[config.mk]
export PLATFORM = sky130hd
export DESIGN_NAME = store_addr_unit_flat
export DESIGN_NICKNAME = d
export VERILOG_FILES = /design/src/rtl/store_addr_if.sv /design/src/rtl/store_addr_unit.sv /design/src/flat_wrapper.sv
export SDC_FILE = /design/constraint.sdc
export NUM_CORES = 1
export LEC_CHECK = 0
export ABC_CLOCK_PERIOD_IN_PS = 1600
export BUFFER_PORTS_ARGS = -buffer_cell sky130_fd_sc_hd__clkbuf_2
export CORE_AREA = 8 8 211 213
export DETAILED_ROUTE_END_ITERATION = 16
export DIE_AREA = 0 0 219 221
export SYNTH_ARGS = -nofsm -noshare
export SYNTH_HDL_FRONTEND = slang
export SYNTH_SLANG_ARGS = --single-unit
[constraint.sdc]
create_clock -name clk_i -period 1.6 [get_ports clk_i]
set_input_delay 0.24 -clock clk_i [delete_from_list [all_inputs] [get_ports clk_i]]
set_output_delay 0.24 -clock clk_i [all_outputs]
set_load 0.05 [all_outputs]
[src/rtl/store_addr_if.sv]
// Store address unit bus: LSU request, DTLB/MMU, store buffer, writeback.
// slave = unit side, master = environment side.
interface store_addr_if #(
  parameter int TRANS_ID_BITS = 3
);
  logic                     valid_i;
  logic                     ready_o;
  logic [63:0]              vaddr_i;
  logic [63:0]              data_i;
  logic [7:0]               be_i;
  logic [1:0]               data_size_i;
  logic [TRANS_ID_BITS-1:0] trans_id_i;

  logic                     translation_req_o;
  logic [63:0]              vaddr_o;
  logic [63:0]              paddr_i;
  logic                     dtlb_hit_i;
  logic                     mmu_exception_i;

  logic                     st_ready_i;
  logic                     st_valid_o;
  logic                     st_valid_without_flush_o;
  logic [63:0]              st_paddr_o;
  logic [63:0]              st_data_o;
  logic [7:0]               st_be_o;
  logic [1:0]               st_data_size_o;

  logic                     valid_o;
  logic [TRANS_ID_BITS-1:0] trans_id_o;
  logic                     ex_valid_o;
  logic [63:0]              ex_cause_o;
  logic [63:0]              ex_tval_o;

  modport slave (
    input  valid_i, vaddr_i, data_i, be_i,
    input  data_size_i, trans_id_i,
    output ready_o,
    output translation_req_o, vaddr_o,
    input  paddr_i, dtlb_hit_i, mmu_exception_i,
    input  st_ready_i,
    output st_valid_o, st_valid_without_flush_o,
    output st_paddr_o, st_data_o, st_be_o,
    output st_data_size_o,
    output valid_o, trans_id_o, ex_valid_o,
    output ex_cause_o, ex_tval_o
  );

  modport master (
    output valid_i, vaddr_i, data_i, be_i,
    output data_size_i, trans_id_i,
    input  ready_o,
    input  translation_req_o, vaddr_o,
    output paddr_i, dtlb_hit_i, mmu_exception_i,
    output st_ready_i,
    input  st_valid_o, st_valid_without_flush_o,
    input  st_paddr_o, st_data_o, st_be_o,
    input  st_data_size_o,
    input  valid_o, trans_id_o, ex_valid_o,
    input  ex_cause_o, ex_tval_o
  );
endinterface

[src/rtl/store_addr_unit.sv]
// Store address unit: align check, DTLB translate, push to store buffer.
// Ports: clk_i, rst_ni (async low), flush_i, bus (store_addr_if.slave).
module store_addr_unit #(
  parameter int TRANS_ID_BITS = 3
) (
  input  logic         clk_i,
  input  logic         rst_ni,
  input  logic         flush_i,
  store_addr_if.slave  bus
);

  typedef enum logic [1:0] {
    IDLE,
    TRANSLATE,
    WAIT_STORE
  } state_e;

  localparam logic [63:0] CAUSE_MISALIGN = 64'd6;
  localparam logic [63:0] CAUSE_PFAULT   = 64'd15;

  state_e state_q, state_d;

  logic [63:0]              vaddr_q;
  logic [63:0]              data_q;
  logic [7:0]               be_q;
  logic [1:0]               size_q;
  logic [TRANS_ID_BITS-1:0] id_q;
  logic [63:0]              paddr_q;

  logic                     cmp_valid_q, cmp_valid_d;
  logic                     cmp_ex_q, cmp_ex_d;
  logic [TRANS_ID_BITS-1:0] cmp_id_q, cmp_id_d;
  logic [63:0]              cause_q, cause_d;
  logic [63:0]              tval_q, tval_d;

  logic accept;
  logic latch_paddr;
  logic misaligned;
  logic st_push;

  always_comb begin
    misaligned = 1'b0;
    unique case (bus.data_size_i)
      2'd3:    misaligned = |bus.vaddr_i[2:0];
      2'd2:    misaligned = |bus.vaddr_i[1:0];
      2'd1:    misaligned = bus.vaddr_i[0];
      default: misaligned = 1'b0;
    endcase
  end

  always_comb begin
    state_d     = state_q;
    accept      = 1'b0;
    latch_paddr = 1'b0;
    st_push     = 1'b0;
    cmp_valid_d = 1'b0;
    cmp_ex_d    = 1'b0;
    cmp_id_d    = '0;
    cause_d     = '0;
    tval_d      = '0;

    bus.ready_o                  = 1'b0;
    bus.translation_req_o        = 1'b0;
    bus.vaddr_o                  = '0;
    bus.st_valid_without_flush_o = 1'b0;
    bus.st_paddr_o               = '0;

    unique case (state_q)
      IDLE: begin
        bus.ready_o = 1'b1;
        if (bus.valid_i && !flush_i) begin
          accept = 1'b1;
          if (misaligned) begin
            cmp_valid_d = 1'b1;
            cmp_ex_d    = 1'b1;
            cmp_id_d    = bus.trans_id_i;
            cause_d     = CAUSE_MISALIGN;
            tval_d      = bus.vaddr_i;
          end else begin
            state_d = TRANSLATE;
          end
        end
      end
      TRANSLATE: begin
        bus.translation_req_o = 1'b1;
        bus.vaddr_o           = vaddr_q;
        if (bus.dtlb_hit_i) begin
          if (bus.mmu_exception_i) begin
            cmp_valid_d = 1'b1;
            cmp_ex_d    = 1'b1;
            cmp_id_d    = id_q;
            cause_d     = CAUSE_PFAULT;
            tval_d      = vaddr_q;
            state_d     = IDLE;
          end else begin
            bus.st_valid_without_flush_o = 1'b1;
            bus.st_paddr_o               = bus.paddr_i;
            latch_paddr                  = 1'b1;
            if (bus.st_ready_i) begin
              st_push     = 1'b1;
              cmp_valid_d = 1'b1;
              cmp_id_d    = id_q;
              state_d     = IDLE;
            end else begin
              state_d = WAIT_STORE;
            end
          end
        end
      end
      WAIT_STORE: begin
        bus.st_valid_without_flush_o = 1'b1;
        bus.st_paddr_o               = paddr_q;
        if (bus.st_ready_i) begin
          st_push     = 1'b1;
          cmp_valid_d = 1'b1;
          cmp_id_d    = id_q;
          state_d     = IDLE;
        end
      end
      default: state_d = IDLE;
    endcase

    // Flush kills this cycle's push and completion; the
    // page-offset hint deliberately stays visible.
    if (flush_i) begin
      state_d     = IDLE;
      st_push     = 1'b0;
      cmp_valid_d = 1'b0;
      cmp_ex_d    = 1'b0;
      cmp_id_d    = '0;
      cause_d     = '0;
      tval_d      = '0;
    end
  end

  assign bus.st_valid_o     = st_push;
  assign bus.st_data_o      = data_q;
  assign bus.st_be_o        = be_q;
  assign bus.st_data_size_o = size_q;

  assign bus.valid_o    = cmp_valid_q;
  assign bus.ex_valid_o = cmp_ex_q;
  assign bus.trans_id_o = cmp_id_q;
  assign bus.ex_cause_o = cause_q;
  assign bus.ex_tval_o  = tval_q;

  always_ff @(posedge clk_i or negedge rst_ni) begin
    if (!rst_ni) begin
      state_q     <= IDLE;
      vaddr_q     <= '0;
      data_q      <= '0;
      be_q        <= '0;
      size_q      <= '0;
      id_q        <= '0;
      paddr_q     <= '0;
      cmp_valid_q <= 1'b0;
      cmp_ex_q    <= 1'b0;
      cmp_id_q    <= '0;
      cause_q     <= '0;
      tval_q      <= '0;
    end else begin
      state_q     <= state_d;
      cmp_valid_q <= cmp_valid_d;
      cmp_ex_q    <= cmp_ex_d;
      cmp_id_q    <= cmp_id_d;
      cause_q     <= cause_d;
      tval_q      <= tval_d;
      if (accept) begin
        vaddr_q <= bus.vaddr_i;
        data_q  <= bus.data_i;
        be_q    <= bus.be_i;
        size_q  <= bus.data_size_i;
        id_q    <= bus.trans_id_i;
      end
      if (latch_paddr) begin
        paddr_q <= bus.paddr_i;
      end
    end
  end

endmodule

[src/flat_wrapper.sv]
// flat-port wrapper written by rule: the top's interface ports become plain ports
module store_addr_unit_flat 
#(
  parameter int TRANS_ID_BITS = 3
)
  (clk_i, rst_ni, flush_i, bus_valid_i, bus_vaddr_i, bus_data_i, bus_be_i, bus_data_size_i, bus_trans_id_i, bus_ready_o, bus_translation_req_o, bus_vaddr_o, bus_paddr_i, bus_dtlb_hit_i, bus_mmu_exception_i, bus_st_ready_i, bus_st_valid_o, bus_st_valid_without_flush_o, bus_st_paddr_o, bus_st_data_o, bus_st_be_o, bus_st_data_size_o, bus_valid_o, bus_trans_id_o, bus_ex_valid_o, bus_ex_cause_o, bus_ex_tval_o);
  store_addr_if #(.TRANS_ID_BITS(TRANS_ID_BITS)) bus_i ();
  input  logic clk_i;
  input  logic rst_ni;
  input  logic flush_i;
  input wire logic [$bits(bus_i.valid_i)-1:0] bus_valid_i;
  input wire logic [$bits(bus_i.vaddr_i)-1:0] bus_vaddr_i;
  input wire logic [$bits(bus_i.data_i)-1:0] bus_data_i;
  input wire logic [$bits(bus_i.be_i)-1:0] bus_be_i;
  input wire logic [$bits(bus_i.data_size_i)-1:0] bus_data_size_i;
  input wire logic [$bits(bus_i.trans_id_i)-1:0] bus_trans_id_i;
  output wire logic [$bits(bus_i.ready_o)-1:0] bus_ready_o;
  output wire logic [$bits(bus_i.translation_req_o)-1:0] bus_translation_req_o;
  output wire logic [$bits(bus_i.vaddr_o)-1:0] bus_vaddr_o;
  input wire logic [$bits(bus_i.paddr_i)-1:0] bus_paddr_i;
  input wire logic [$bits(bus_i.dtlb_hit_i)-1:0] bus_dtlb_hit_i;
  input wire logic [$bits(bus_i.mmu_exception_i)-1:0] bus_mmu_exception_i;
  input wire logic [$bits(bus_i.st_ready_i)-1:0] bus_st_ready_i;
  output wire logic [$bits(bus_i.st_valid_o)-1:0] bus_st_valid_o;
  output wire logic [$bits(bus_i.st_valid_without_flush_o)-1:0] bus_st_valid_without_flush_o;
  output wire logic [$bits(bus_i.st_paddr_o)-1:0] bus_st_paddr_o;
  output wire logic [$bits(bus_i.st_data_o)-1:0] bus_st_data_o;
  output wire logic [$bits(bus_i.st_be_o)-1:0] bus_st_be_o;
  output wire logic [$bits(bus_i.st_data_size_o)-1:0] bus_st_data_size_o;
  output wire logic [$bits(bus_i.valid_o)-1:0] bus_valid_o;
  output wire logic [$bits(bus_i.trans_id_o)-1:0] bus_trans_id_o;
  output wire logic [$bits(bus_i.ex_valid_o)-1:0] bus_ex_valid_o;
  output wire logic [$bits(bus_i.ex_cause_o)-1:0] bus_ex_cause_o;
  output wire logic [$bits(bus_i.ex_tval_o)-1:0] bus_ex_tval_o;
  assign bus_i.valid_i = bus_valid_i;
  assign bus_i.vaddr_i = bus_vaddr_i;
  assign bus_i.data_i = bus_data_i;
  assign bus_i.be_i = bus_be_i;
  assign bus_i.data_size_i = bus_data_size_i;
  assign bus_i.trans_id_i = bus_trans_id_i;
  assign bus_ready_o = bus_i.ready_o;
  assign bus_translation_req_o = bus_i.translation_req_o;
  assign bus_vaddr_o = bus_i.vaddr_o;
  assign bus_i.paddr_i = bus_paddr_i;
  assign bus_i.dtlb_hit_i = bus_dtlb_hit_i;
  assign bus_i.mmu_exception_i = bus_mmu_exception_i;
  assign bus_i.st_ready_i = bus_st_ready_i;
  assign bus_st_valid_o = bus_i.st_valid_o;
  assign bus_st_valid_without_flush_o = bus_i.st_valid_without_flush_o;
  assign bus_st_paddr_o = bus_i.st_paddr_o;
  assign bus_st_data_o = bus_i.st_data_o;
  assign bus_st_be_o = bus_i.st_be_o;
  assign bus_st_data_size_o = bus_i.st_data_size_o;
  assign bus_valid_o = bus_i.valid_o;
  assign bus_trans_id_o = bus_i.trans_id_o;
  assign bus_ex_valid_o = bus_i.ex_valid_o;
  assign bus_ex_cause_o = bus_i.ex_cause_o;
  assign bus_ex_tval_o = bus_i.ex_tval_o;
  store_addr_unit #(.TRANS_ID_BITS(TRANS_ID_BITS)) u_core (.clk_i(clk_i), .rst_ni(rst_ni), .flush_i(flush_i), .bus(bus_i));
endmodule
==> impl_metrics.json <==
{
  "status": "finished, violations left",
  "violations": "setup timing",
  "cp.required_ns": 1.36,
  "dieArea_sq_um": 48400,
  "rrSetupSlack_ns": -0.42,
  "drtIter0Drc": 1010,
  "end_kind": "output port",
  "fin_crit_sh_pct": 156.1,
  "reg2regPathDepth": 11,
  "regArea_sq_um": 6933,
  "track_usage_pct": 21.49,
  "multi_input_area_sq_um": 6143,
  "vias": 13450,
  "path_class": "reg -> out",
  "holdCritPathClass": "in -> reg",
  "viasPerCell": 4.824,
  "p_leak_nw": 11.86,
  "hold_start": "bus_paddr_i[32]",
  "cts_sinks": 277,
  "fmaxAchievable_mhz": 400.3,
  "drc_errors": 0,
  "grt_pass1_vias": 13840,
  "final_layout_size_suffix_gt1_share_pct": 43.25,
  "yosysWarningCount": 0,
  "rsz0062_at_grt": "true",
  "initial_core_util_pct": 30.15,
  "hold_viol": 0,
  "rows": 75,
  "cts_tree": "built",
  "grt_pass1_wl_um": 82560,
  "synth-seq-area-share_pct": 55.68,
  "holdWs_ns": 0.01456,
  "setup_slack_ns": -0.8979,
  "dp.cells": 2472,
  "grt_max_degree": 59,
  "core_sq_um": 41290,
  "fin_crit_ns": 2.498,
  "p_sw_share_pct": 42.16,
  "avgSynthCellArea_sq_um": 8.804,
  "slew_violations": 0,
  "internal_power_mw": 21.84,
  "io_buffers": 490,
  "antenna_found_initial": 6,
  "rr_startpoint": "u_core.state_q[1]",
  "synth_cells": 1414,
  "clk_pin_slew_ns": 0.07,
  "wire_per_inst_um": 21.52,
  "synth_cell_types": 35,
  "max-slew-margin-rel_pct": 56.51,
  "hold_end": "u_core.paddr_q[32]",
  "clock_power_share_pct": 20.3,
  "cts_max_level": 1,
  "die_x_um": 219,
  "worst_pin_slew_ns": 0.6455,
  "finalWeightedCongestion": 0.8122,
  "postRouteAntennaNets": 0,
  "routed_wl_um": 60010,
  "cp-start-kind": "flip-flop",
  "final_cells": 2788,
  "areaGrowthSynthToFinish_pct": 92.20,
  "holdPathStages": 4,
  "pwr_density_cell_nw_per_um2": 1578,
  "ios": 551,
  "p_comb_share_pct": 50.8,
  "cts_inserted_buffers": 31,
  "worstPathArrival_ns": 2.26,
  "die_height_um": 221,
  "syn_area_sq_um": 12450,
  "cts.path.max_buffers": 3,
  "p_seq_share_pct": 28.9,
  "p_sw_mw": 15.92,
  "nets": 2437,
  "maxCapViolCount": 0,
  "hpwl_um": 34630,
  "fin_skew_ns": 0.01083,
  "drtPass1Iterations": 6,
  "ir_drop_mv": 1.696,
  "nFillCells": 3243,
  "rr_endpoint": "u_core.bus.st_data_o[5]",
  "worstPathMaxFanout": 7,
  "insertion_delay_ns": 0.57,
  "setup_viol": 409,
  "grt_overflow": 0,
  "synth-seq-cells": 277,
  "cts_root_buffer": "clkbuf_16"
}
==> final cells by class <==
type	count	area share [%]
Timing Repair Buffer	870	37.74
Tap cell	539	2.819
Inverter	6	0.1151
Sequential cell	277	28.98
Antenna cell	6	0.06276
Clock buffer	48	3.969
Multi-Input combinational cell	1034	25.68
Clock inverter	8	0.6380
==> synthesized netlist by cell type <==
master     count  area [sq um]
nand2_1      678          2545
dfrtp_1      277          6932
buf_4         66         495.5
nor2_1        66         247.7
a32oi_1       64         560.5
and2_1        63         394.1
a21boi_0      52         390.4
buf_2         46         230.2
clkbuf_1      34         127.6
a21boi_1      13         97.59
buf_6         11         123.9
inv_1          6         22.52
ha_1           5         62.56
a21oi_1        4         20.02
nor3_1         4         20.02
o21ai_0        3         15.01
a32o_1         2         20.02
nand2b_1       2         12.51
or2_1          2         12.51
a211o_1        1         8.760
a2bb2oi_1      1         8.760
and3_1         1         6.260
and3b_1        1         8.760
clkbuf_2       1         5.000
conb_1         1         3.750
mux2i_1        1         10.01
nand3b_1       1         7.510
nor2_4         1         11.26
nor2b_1        1         6.260
o211ai_1       1         7.510
o21ai_1        1         5.000
o21ai_2        1         8.760
o21bai_1       1         7.510
o22ai_1        1         6.260
o31ai_1        1         7.510
==> worst max-delay path, cell delays in order, from the launching register on <==
cell	delay (ns)
dfrtp_1	0.40
inv_2	0.09
ha_4	0.15
nand2_4	0.06
nor2_4	0.16
buf_6	0.19
buf_12	0.16
nand2_1	0.13
a21boi_4	0.19
buf_12	0.16
==> per-stage QoR <==
step	power [mW]	worst slack, ns	setup TNS, ns	instance area (sq um)	util, %
after floorplan	20.47	-0.4640	-103.00	13450	-
after global placement	25.80	-0.2561	-43.72	18800	45.54
after detailed placement	26.07	-0.2603	-53.48	18800	45.54
after CTS	36.44	-0.8765	-163.19	22690	54.96
after global routing	39.37	-0.9794	-188.18	23920	57.94
final	37.75	-0.8979	-159.53	23930	57.95
==> how the worst max path moves through the flow <==
stage	from	to	slack (ns)	depth (start not counted)
6_report	u_core.state_q[1]	bus_st_paddr_o[15]	-0.90	9
3_5_place_dp	u_core.state_q[1]	bus_st_paddr_o[4]	-0.26	9
4_1_cts	u_core.state_q[1]	bus_st_paddr_o[7]	-0.88	6
3_3_place_gp	u_core.state_q[1]	bus_st_paddr_o[5]	-0.26	9
2_1_floorplan	u_core.state_q[1]	bus_st_valid_o	-0.46	6
5_1_grt	u_core.state_q[1]	bus_st_paddr_o[15]	-0.98	9
==> routing by layer <==
metal  global-route usage (%)  part of all wire (%)
met3                    5.648                   8.6
met4                    7.406                   4.3
met1                    24.91                    36
met2                    37.75                    51
met5                        0                     0
==> power by group through the flow <==
stage	registers, mW	logic (mW)	clock network, mW
after floorplan	13.7	6.77	0
after detailed placement	10.8	15.3	0
after CTS	10.8	17.9	7.80
after global placement	10.7	15.1	0
final	10.9	19.2	7.68
after global routing	11.1	20.1	8.13
==> cell families (layout without fill, tap and decap cells) <==
| logic type | Yosys count | count (layout) | share of synthesized area (%) |
|---|---|---|---|
| and+or+nand+nor | 820 | 822 | 26.28 |
| DFF | 277 | 277 | 55.68 |
| buffers and inverters | 164 | 932 | 8.071 |
| AOI/OAI and AO/OA | 146 | 146 | 9.348 |
| adders and majority gates | 5 | 5 | 0.5026 |
| other | 1 | 66 | 0.03012 |
| muxes | 1 | 1 | 0.08041 |
==> sequential cells by signal, indices dropped and copies added, names as in the netlist <==
| register | count |
|---|---|
| u_core.bus.ex_tval_o | 64 |
| u_core.bus.st_data_o | 64 |
| u_core.paddr_q | 64 |
| u_core.vaddr_q | 64 |
| u_core.bus.st_be_o | 8 |
| u_core.bus.trans_id_o | 3 |
| u_core.id_q | 3 |
| u_core.bus.ex_cause_o | 2 |
| u_core.bus.st_data_size_o | 2 |
| u_core.state_q | 2 |
| u_core.bus.valid_o | 1 |
==> timing repair <==
action,4_1_cts,5_1_grt
gates cloned,23,25
gates resized for setup,83,123
hold buffers,160,1
buffers inserted,20,29
endpoints found under the setup margin,410,412
pin swaps,17,69
hold endpoints to repair,501,1
==> cell usage in the layout, fill, tap and decap left out, types with 28 or more instances in the layout <==
master / instances
and2_4: 63
buf_4: 119
dfrtp_1: 276
conb_1: 60
clkbuf_16: 47
dlygate4sd3_1: 161
nand2_1: 618
buf_12: 160
a32oi_1: 60
clkbuf_2: 357
a21boi_4: 51
nor2_1: 64
nand2_4: 28
Note: power is estimated with default switching activity, not from simulation.
